$ cat src/rtl/msx_bus_initiator.sv
// rtl/msx_bus_initiator.sv - Z80-timed MSX bus cycle initiator with 3-group mux responder (optional MSX_BUS_WAIT_TIMEOUT_EN)
module msx_bus_initiator #(
    parameter int         MSEL_A0_A7  = 1,
    parameter int         MSEL_A8_A15 = 0,
    parameter logic [3:0] SLOT_PAGES  = 4'b0110,
    parameter int         RESET_TICKS = 16
) (
    input  logic        CLK,
    input  logic        RESET,
    input  logic        CLK_EN,
    input  logic        REQ,
    input  logic        REQ_IO,
    input  logic        REQ_WR,
    input  logic [15:0] REQ_ADDR,
    input  logic [7:0]  REQ_WDATA,
    output logic        ACK,
    output logic        DONE,
    output logic [7:0]  RDATA,
    output logic        ERR,
    output logic [15:0] ADDR,
    output logic [7:0]  DOUT,
    output logic        DOE,
    output logic        MERQ_n,
    output logic        IORQ_n,
    output logic        RD_n,
    output logic        WR_n,
    output logic        SLTSL_n,
    output logic        CS1_n,
    output logic        CS2_n,
    output logic        CS12_n,
    output logic        M1_n,
    output logic        RFSH_n,
    output logic        BUS_RESET_n,
    input  logic        WAIT_n,
    input  logic [7:0]  DIN,
    input  logic [2:0]  MUX_CS_n,
    output logic [7:0]  MUX_SIG
);

    localparam logic [2:0] ST_IDLE = 3'd0;
    localparam logic [2:0] ST_T1   = 3'd1;
    localparam logic [2:0] ST_T2   = 3'd2;
    localparam logic [2:0] ST_TW   = 3'd3;
    localparam logic [2:0] ST_T3   = 3'd4;

    localparam logic [15:0] RST_LAST = 16'(RESET_TICKS - 1);

    logic [2:0]  state;
    logic        cyc_io;
    logic        cyc_wr;
    logic [15:0] rst_cnt;
`ifdef MSX_BUS_WAIT_TIMEOUT_EN
    logic [7:0]  wait_cnt;
`endif

    assign M1_n   = 1'b1;
    assign RFSH_n = 1'b1;

    // Return every strobe/select to idle and signal cycle completion.
    task automatic release_bus();
        MERQ_n  <= 1'b1;
        IORQ_n  <= 1'b1;
        RD_n    <= 1'b1;
        WR_n    <= 1'b1;
        SLTSL_n <= 1'b1;
        CS1_n   <= 1'b1;
        CS2_n   <= 1'b1;
        CS12_n  <= 1'b1;
        DOE     <= 1'b0;
        DONE    <= 1'b1;
        state   <= ST_IDLE;
    endtask

    // Bus reset stretcher and T-state sequencer; everything advances only on CLK_EN.
    always_ff @(posedge CLK) begin
        if (RESET) begin
            state       <= ST_IDLE;
            cyc_io      <= 1'b0;
            cyc_wr      <= 1'b0;
            rst_cnt     <= '0;
            BUS_RESET_n <= 1'b0;
            ACK         <= 1'b0;
            DONE        <= 1'b0;
            RDATA       <= 8'h00;
            ADDR        <= 16'h0000;
            DOUT        <= 8'h00;
            DOE         <= 1'b0;
            MERQ_n      <= 1'b1;
            IORQ_n      <= 1'b1;
            RD_n        <= 1'b1;
            WR_n        <= 1'b1;
            SLTSL_n     <= 1'b1;
            CS1_n       <= 1'b1;
            CS2_n       <= 1'b1;
            CS12_n      <= 1'b1;
`ifdef MSX_BUS_WAIT_TIMEOUT_EN
            ERR         <= 1'b0;
            wait_cnt    <= 8'd0;
`endif
        end else begin
            ACK  <= 1'b0;
            DONE <= 1'b0;
`ifdef MSX_BUS_WAIT_TIMEOUT_EN
            ERR  <= 1'b0;
`endif
            if (CLK_EN && !BUS_RESET_n) begin
                if (rst_cnt == RST_LAST) begin
                    BUS_RESET_n <= 1'b1;
                end else begin
                    rst_cnt <= rst_cnt + 16'd1;
                end
            end
            if (CLK_EN) begin
                case (state)
                    ST_IDLE: begin
                        if (REQ && BUS_RESET_n) begin
                            cyc_io <= REQ_IO;
                            cyc_wr <= REQ_WR;
                            ADDR   <= REQ_ADDR;
                            ACK    <= 1'b1;
                            state  <= ST_T1;
                            if (REQ_WR) begin
                                DOUT <= REQ_WDATA;
                                DOE  <= 1'b1;
                            end
                        end
                    end
                    ST_T1: begin
                        // Memory strobes and selects go active here; I/O waits for TW.
                        if (!cyc_io) begin
                            MERQ_n  <= 1'b0;
                            RD_n    <= cyc_wr;
                            WR_n    <= !cyc_wr;
                            SLTSL_n <= !SLOT_PAGES[ADDR[15:14]];
                            CS1_n   <= !(ADDR[15:14] == 2'd1);
                            CS2_n   <= !(ADDR[15:14] == 2'd2);
                            CS12_n  <= !(ADDR[15:14] == 2'd1 || ADDR[15:14] == 2'd2);
                        end
                        state <= ST_T2;
                    end
                    ST_T2, ST_TW: begin
                        if (state == ST_T2 && cyc_io) begin
                            // Automatic I/O wait state.
                            IORQ_n <= 1'b0;
                            RD_n   <= cyc_wr;
                            WR_n   <= !cyc_wr;
                            state  <= ST_TW;
                        end else if (WAIT_n) begin
                            state <= ST_T3;
`ifdef MSX_BUS_WAIT_TIMEOUT_EN
                            wait_cnt <= 8'd0;
`endif
                        end else begin
`ifdef MSX_BUS_WAIT_TIMEOUT_EN
                            if (wait_cnt == 8'd254) begin
                                wait_cnt <= 8'd0;
                                RDATA    <= 8'hFF;
                                ERR      <= 1'b1;
                                release_bus();
                            end else begin
                                wait_cnt <= wait_cnt + 8'd1;
                            end
`endif
                        end
                    end
                    ST_T3: begin
                        if (!cyc_wr) begin
                            RDATA <= DIN;
                        end
                        release_bus();
                    end
                    default: state <= ST_IDLE;
                endcase
            end
        end
    end

`ifndef MSX_BUS_WAIT_TIMEOUT_EN
    assign ERR = 1'b0;
`endif

    // Mux responder: pick the group selected by the one-hot-low MUX_CS_n.
    always_comb begin
        MUX_SIG = 8'hFF;
        case (MUX_CS_n)
            3'b110: begin
                if (MSEL_A0_A7 == 0)       MUX_SIG = ADDR[7:0];
                else if (MSEL_A8_A15 == 0) MUX_SIG = ADDR[15:8];
            end
            3'b101: begin
                if (MSEL_A0_A7 == 1)       MUX_SIG = ADDR[7:0];
                else if (MSEL_A8_A15 == 1) MUX_SIG = ADDR[15:8];
            end
            3'b011: MUX_SIG = {M1_n, CS12_n, RFSH_n, BUS_RESET_n, CS2_n, CS1_n, IORQ_n, MERQ_n};
            default: MUX_SIG = 8'hFF;
        endcase
    end

endmodule

$ cat config.mk
export PLATFORM = sky130hd
export DESIGN_NAME = msx_bus_initiator
export DESIGN_NICKNAME = d
export VERILOG_FILES = /design/src/rtl/msx_bus_initiator.sv
export SDC_FILE = /design/constraint.sdc
export NUM_CORES = 1
export LEC_CHECK = 0
export CAP_MARGIN = 15
export CORE_ASPECT_RATIO = 1.25
export CORE_MARGIN = 1
export CORE_UTILIZATION = 43
export CTS_BUF_LIST = sky130_fd_sc_hd__clkbuf_2 sky130_fd_sc_hd__clkbuf_4 sky130_fd_sc_hd__clkbuf_8
export DETAILED_ROUTE_END_ITERATION = 12
export PLACE_DENSITY = 0.77
export SETUP_SLACK_MARGIN = 0.02
export SLEW_MARGIN = 20
export SYNTH_ARGS = -nofsm -noshare
export SYNTH_HDL_FRONTEND = slang
export SYNTH_SLANG_ARGS = --single-unit
export TNS_END_PERCENT = 1
$ cat constraint.sdc
create_clock -name CLK -period 1.5 [get_ports CLK]
set_input_delay 0.15 -clock CLK [delete_from_list [all_inputs] [get_ports CLK]]
set_output_delay 0.15 -clock CLK [all_outputs]
set_load 0.03 [all_outputs]
# After elaboration in Yosys (flattened, before gate mapping)
# Index checks and enable logic that the tools add are counted.
# word_totals
out_inout_bits,55
register_bits,65
mem_bits_ro,0
ram_bits,0
latchBits,0
in_bits,42
memories,0
# classes
shifts,0
n_div,0
n_eq_ne,15
n_mul,0
n_lt_le_gt_ge,1
bitwise_logic,4
reduce_logical,28
n_addsub,1
n_mux,30
# ops
cell,count
one-hot mux 8 bit (3 select lines),1
"adder 16 x 1 -> 16 bit, second input constant",1
"equality test 16 x 4 -> 1 bit, second input constant",1
two-way mux 1 bit,15
AND reduction 3 bit,5
one-hot mux 1 bit (2 select lines),7
AND reduction 4 bit,3
"equality test 3 x 2 -> 1 bit, second input constant",3
"equality test 3 bit, second input constant",3
two-way mux 3 bit,3
one-hot mux 3 bit (3 select lines),1
"inequality test 2 bit, second input constant",4
zero test 1 bit,6
one-hot mux 1 bit (3 select lines),2
nonzero test 2 bit,3
NOT 1 bit,4
AND reduction 2 bit,2
OR reduction 2 bit,2
"equality test 3 x 1 -> 1 bit, second input constant",1
logical AND 1 bit,3
zero test 3 bit,1
"< comparator 2 x 3 -> 1 bit, second input constant",1
"inequality test 3 bit, second input constant",1
nonzero test 3 bit,1
5 further kinds,5

# Longest topological paths before layout
# Gate-level depths: netlist (run 1).
# logic_depth
depth_word,5
depth_mapped,7

# Worst setup path after synthesis (run 1)
# No wires, ideal clock.
# synth_path
kind,register to register
from,reg rst_cnt[0]
to,reg rst_cnt[3]
required_time_ns,1.377
arrival_time_ns,1.507
n_path_buf,1
synth_period_minus_slack_ns,1.630
path_stages_with_launch,7
slack_ns,-0.130
setup_time_ns,0.123
cell_sequence,dfxtp_1 > ha_1 > and3_1 > buf_2 > a41oi_4 > nand4_1 > mux2_1
# synth_via
elab_chain_cells,3
word_cells_on_any_way,4
# synth_rtl
item,line_no,rtl
"start, declared",51,logic [15:0] rst_cnt;
"start signal, assigned",110,rst_cnt <= rst_cnt + 16'd1;
"parallel branches: the longest is 3 deep, another holds adder 16 x 1 -> 16 bit",--,
# Several ways; the timed one is not identified.
# A chain may end at the register's enable or synchronous reset.

# Worst setup path after layout (run 1)
# layout_path
from,reg rst_cnt[1]
to,reg rst_cnt[3]
# The elaborated chain is that of the path after synthesis.

==> flow_summary_export.csv, run 1 <==
group,metric,value,unit
placement,dpl.hpwl,5.56,mm
clocking,cts.sinks,64,
synthesis,synth_seq_cells,64,
pwr,p_leak,1.78,nW
pwr,p_seq_share,51.1,%
sta,final_max_slew_viol_count,0,
placement,dp.cells,531,
pwr,p_sw,815,µW
finish,layout-drive-gt1-share,19.8,%
synthesis,async_flop_share,0,%
critical_path,r2r_start,"rst_cnt[1]",
critical_path,end_kind,"flop",
finish,utilization,65.7,%
clocking,cts_tree,"done",
floorplan,die_y,93.7,µm
finish,stdcell_count,547,
clocking,cts-buffers-inserted,9,
floorplan,fp.dieW,75.4,µm
synthesis,synth_edf_count,0,
sta,finalSetupViolations,0,
clocking,cts_hold_buffers,0,
finish,area_delta_synth_final,48.1,%
sta,hold_violations,0,
floorplan,core_area,6520,µm²
floorplan,rows,33,
finish,layout.nets,500,
detailed_routing,drtIter0Drc,106,
floorplan,initial_core_util,44.3,%
grt,antenna_found_initial,0,
clocking,insertion_delay,0.34,ns
finish,n_fill_cell,575,
grt,grtUsageTotal,24.1,%
sta,setup_tns,0,ns
synthesis,ys_types,52,
clocking,clockRootBuffer,"clkbuf_8",
critical_path,crit_chain,"ha_4 > and3_4 > a41oi_4 > nand4_1 > mux2_1",
grt,grt_max_degree,26,
sta,rsz0062_at_grt,"yes",
critical_path,critPathKind,"reg -> reg",
detailed_routing,wl_per_cell,14.7,µm
critical_path,crit_arrival,1.70,ns
critical_path,slowest_stage,"dfxtp_2",
placement,port_buffers,93,
sta,skew,0.00784,ns
sta,clock.fmax,684,MHz
pwr,power.density,783,nW/µm²
finish,multi_input_area,1550,µm²
detailed_routing,vias,2900,
finish,diodes,0,
placement,place_ws,-0.268,ns
detailed_routing,vias_per_cell,5.30,
worst_hold_path,min_path_type,"in -> reg",
pwr,p_total,3.35,mW
clocking,cts_setup_buffers,0,
critical_path,path_max_fanout,4,
pwr,p_clk_share,39.5,%
detailed_routing,drc,0,
synthesis,synthCells,341,
synthesis,syn-mean-instance-area,8.48,µm²
critical_path,critical_path.max_stage_delay,0.35,ns
critical_path,crit_path_start,"rst_cnt[1]",
sta,fin_crit_sh,97.5,%
pwr,p_int,2.54,mW
clocking,cts.htree.levels,3,
synthesis,synth_warnings,0,
clocking,cts_max_path_buffers,2,
pwr,switching_share,24.3,%
floorplan,io_pins,97,
sta,min_period,1.46,ns
pwr,pwr-share-comb,9.5,%
outcome,status,"completed",
synthesis,syn_area,2890,µm²
grt,first_global_vias,2847,
grt,grt_overflow,0,
worst_hold_path,holdCritStartpoint,"RESET",
detailed_routing,firstDrtPassIters,4,
finish,layout.area.seq,1300,µm²
placement,gp_congestion,0.820,
sta,layout_setup_ws,0.0371,ns
detailed_routing,wl,8.03,mm
job,maxCapViolCount,0,
synthesis,seq_area_frac_synth,44.3,%
grt,grt_pass1_wl,12.7,mm
pwr,ir_drop,0.528,mV
floorplan,die_area,7060,µm²
synthesis,synthFlopType,"dfxtp_1",
clocking,cts.clk_slew.worst_paths,0.07,ns
critical_path,worstPathRequired,1.73,ns
critical_path,worst_setup_path_start_kind,"flop",
detailed_routing,ant_nets,0,
## flip-flops by register name (all words and copies together), names as in the netlist, 3 cells and up
signal,cells
ADDR,16
RDATA,8
DOUT,8
state,3
rst_cnt,16
## area by class of cell
cell class              count  area share [%]
clock buffers              12            3.56
flip-flops and latches     64            30.3
repair buffers            125            26.6
clock inverters             4           0.467
well taps                  87            2.54
inverters                   5           0.438
multi-input cells         250            36.1
## repair_timing
| item | CTS | global route |
|---|---|---|
| endpoints found under the setup margin | 54 | 35 |
| pin swaps | 2 | 2 |
| gates resized for setup | 48 | 21 |
## through the flow
stage,hold slack (ns),cell area (µm²)
after global placement,0.442,4080
after global routing,0.237,4280
after CTS,0.213,4220
after floorplan,0.286,2920
final,0.225,4280
after detailed placement,0.447,4080
## power groups by stage
| stage | clock network [mW] | logic, mW | registers (mW) |
|---|---|---|---|
| floorplan | 0 | 0.137 | 1.75 |
| global placement | 0 | 0.301 | 1.75 |
| detailed placement | 0 | 0.305 | 1.75 |
| CTS | 1.35 | 0.309 | 1.71 |
| global route | 1.43 | 0.341 | 1.71 |
| finish | 1.32 | 0.318 | 1.71 |
## path summary, 6_finish.rpt
check | cells past startpoint | slack [ns] | to
min reg2reg | 2 | 0.45 | DOUT[0]
min | 2 | 0.22 | rst_cnt[1]
max reg2reg | 5 | 0.04 | rst_cnt[3]
max | 5 | 0.04 | rst_cnt[3]
## cell usage after synthesis, types with 5 or more instances
| cell type | count | area share (%) |
|---|---|---|
| o22ai_1 | 9 | 1.9 |
| a21oi_1 | 44 | 7.6 |
| clkbuf_1 | 8 | 1.0 |
| dfxtp_1 | 64 | 44 |
| xor2_1 | 6 | 1.8 |
| nand3_1 | 14 | 2.4 |
| nor2_1 | 36 | 4.7 |
| inv_1 | 5 | 0.65 |
| o21ai_0 | 7 | 1.2 |
| nand2_1 | 54 | 7.0 |
| buf_4 | 6 | 1.6 |
| buf_2 | 7 | 1.2 |
| mux2i_1 | 10 | 3.5 |
| nand2b_1 | 11 | 2.4 |
## critical path: cells and delay by family, from the launching register on
family          cells  cell delay (ns)
fa+ha+maj           1             0.16
compound gates      1             0.20
flops               1             0.35
mux                 1             0.32
simple gates        2             0.33
## routing by layer
layer,wire length [µm],vias up,track usage (%)
met5,0,-,0
li1,-,1402,-
met2,4190,111,41.1
met3,519,13,6.65
met1,3130,1374,26.1
met4,193,0,13.4
## layout by cell type (no fill, tap or decap), drive strengths merged, types with 5 or more instances in the layout
| cell | synthesis | final |
|---|---|---|
| mux2i | 10 | 10 |
| o22ai | 9 | 9 |
| nor2 | 36 | 36 |
| clkdlybuf4s50 | 0 | 37 |
| o21ai | 7 | 7 |
| dfxtp | 64 | 64 |
| dlygate4sd2 | 0 | 44 |
| nand2b | 13 | 13 |
| nand2 | 54 | 54 |
| clkbuf | 8 | 12 |
| nand3 | 14 | 14 |
| a21oi | 44 | 44 |
| buf | 15 | 41 |
| xor2 | 6 | 6 |
| inv | 5 | 5 |
| nand4 | 5 | 5 |
## cells by family after synthesis
logic type                 after synthesis  share of synthesized area (%)
xor gates and xnor gates                 8                           2.42
muxes                                   12                           4.24
adders and majority gates                3                           1.30
other                                    2                          0.260
buffers and inverters                   28                           4.97
and+or+nand+nor                        153                           27.7
AOI/OAI and AO/OA                       71                           14.8
DFF                                     64                           44.3
No activity file was read; power rests on OpenSTA's default activity.
==> inputs of run 2 (changes only) <==
CTS_CLUSTER_DIAMETER = 50   (was not set)
==> results of run 2 <==
No change in the layout: final DEF, timing and power equal those of run 1.
==> inputs of run 3 (changes only) <==
CORE_ASPECT_RATIO = 0.9   (was 1.25)
SLEW_MARGIN = not set   (was 20)
==> flow_summary_export.csv, run 3 (synthesized netlist as in run 1, its figures left out) <==
group,metric,value,unit
placement,placed_area,4090,µm²
grt,first_global_vias,2745,
sta,setup_tns,0,ns
critical_path,reg2regPathDepth,4,
pwr,p_seq_share,46.6,%
finish,n_fill_cell,547,
finish,finalInstanceArea,4320,µm²
clocking,cts_max_path_buffers,2,
clocking,insertion_delay,0.34,ns
pwr,p_int,2.87,mW
detailed_routing,vias_per_cell,5.12,
pwr,p_sw,811,µW
sta,min_period,1.49,ns
job,maxCapViolCount,0,
pwr,p_leak,1.81,nW
grt,grt_max_degree,24,
critical_path,crit_arrival,1.71,ns
grt,grt_overflow,0,
sta,hold_violations,0,
floorplan,die_y,79.8,µm
detailed_routing,wl,7.89,mm
critical_path,crit_path_start,"rst_cnt[4]",
pwr,pwr-share-comb,8.5,%
worst_hold_path,hold_depth,2,
clocking,clockRootBuffer,"clkbuf_8",
pwr,p_clk_share,44.9,%
clocking,cts-buffers-inserted,9,
finish,area_delta_synth_final,49.4,%
detailed_routing,drtIter0Drc,113,
pwr,ir_drop,0.694,mV
worst_hold_path,min_path_type,"in -> reg",
floorplan,die_area,7060,µm²
pwr,p_total,3.68,mW
critical_path,end_kind,"flop",
detailed_routing,vias,2814,
finish,top_regs,"ADDR: 16 flops, rst_cnt: 16 flops",
finish,final_common_cell,"nand2_1",
clocking,cts_hold_buffers,0,
finish,layout-drive-gt1-share,20.1,%
detailed_routing,drc,0,
critical_path,crit_end,"rst_cnt[3]",
sta,clock.fmax,673,MHz
detailed_routing,firstDrtPassIters,4,
sta,finalSetupViolations,0,
clocking,cts_tree,"done",
pwr,switching_share,22.0,%
critical_path,critPathKind,"reg -> reg",
floorplan,initial_core_util,45.8,%
floorplan,fp.dieW,88.5,µm
critical_path,worst_setup_path_start_kind,"flop",
clocking,cts.htree.levels,3,
clocking,cts_setup_buffers,0,
clocking,cts.clk_slew.worst_paths,0.07,ns
critical_path,regToRegSetupSlack,0.01,ns
placement,dpl.hpwl,5.61,mm
sta,final_max_slew_viol_count,0,
grt,grtUsageTotal,23.1,%
floorplan,core_area,6320,µm²
finish,stdcell_count,550,
sta,rsz0062_at_grt,"yes",
critical_path,path_max_fanout,5,
sta,fin_crit_sh,99.0,%
floorplan,rows,27,
finish,final_cell_mix,"nand2_1 (54), dfxtp_1 (52), a21oi_1 (43), dlygate4sd2_1 (43), buf_4 (40)",
finish,diodes,0,
placement,port_buffers,93,
clocking,cts.sinks,64,
sta,skew,0.00814,ns
placement,dp.cells,534,
critical_path,worstPathRequired,1.72,ns
grt,antenna_found_initial,0,
detailed_routing,wl_per_cell,14.4,µm
critical_path,r2r-end,"rst_cnt[3]",
sta,hold_slack,0.216,ns
floorplan,io_pins,97,
placement,gp_congestion,0.809,
detailed_routing,ant_nets,0,
grt,grt_pass1_wl,12.5,mm
pwr,power.density,851,nW/µm²
outcome,status,"completed",
finish,layout.nets,503,
critical_path,r2r_start,"rst_cnt[4]",
-- run 3: repair_timing --
action	CTS	global route
pin swaps	1	2
resized for setup	48	20
endpoints found under the setup margin	55	44
-- run 3: worst min path at each step --
| stage | from | endpoint | slack (ns) |
|---|---|---|---|
| 2_1_floorplan | REQ_IO | cyc_io | 0.29 |
| 3_3_place_gp | DOUT[1] | DOUT[1] | 0.44 |
| 3_5_place_dp | DOUT[4] | DOUT[4] | 0.45 |
| 4_1_cts | RESET | RDATA[2] | 0.21 |
| 5_1_grt | RESET | RDATA[0] | 0.25 |
| 6_report | RESET | RDATA[3] | 0.22 |
-- run 3: worst max-delay path, cell delays in order, from the launching register on --
cell and delay [ns]:
dfxtp_2 0.35, nor4_2 0.42, a41oi_4 0.18, nand4_1 0.12
mux2_1 0.31
-- run 3: area by class of cell --
type,count,area [µm²],share of cell area (%)
Inverter,5,18.8,0.434
Clock inverter,5,80.1,1.85
Clock buffer,11,145,3.36
Sequential cell,64,1300,30.0
Multi-Input combinational cell,250,1520,35.2
Tap cell,87,109,2.52
Timing Repair Buffer,128,1150,26.7
-- run 3: routing by layer --
layer / GRT usage [%] / vias to the layer above / share of wire, %
met5: 0 / - / 0
met4: 10.5 / 0 / 2.0
met3: 5.17 / 16 / 4.9
met2: 38.1 / 91 / 48
met1: 28.4 / 1298 / 45
li1: - / 1409 / -
-- run 3: power groups by stage --
stage,clock network [mW],logic [mW],registers [mW]
3_5_place_dp,0,0.304,1.75
3_3_place_gp,0,0.301,1.75
6_report,1.65,0.314,1.71
2_1_floorplan,0,0.137,1.75
5_1_grt,1.73,0.338,1.71
4_1_cts,1.67,0.309,1.71
-- run 3: per-stage QoR --
stage	utilization [%]	setup WS, ns
after floorplan	-	-0.116
after global placement	64.8	-0.175
after detailed placement	64.8	-0.225
after CTS	67.7	-0.00132
after global routing	68.4	-0.0191
final	68.4	0.0148
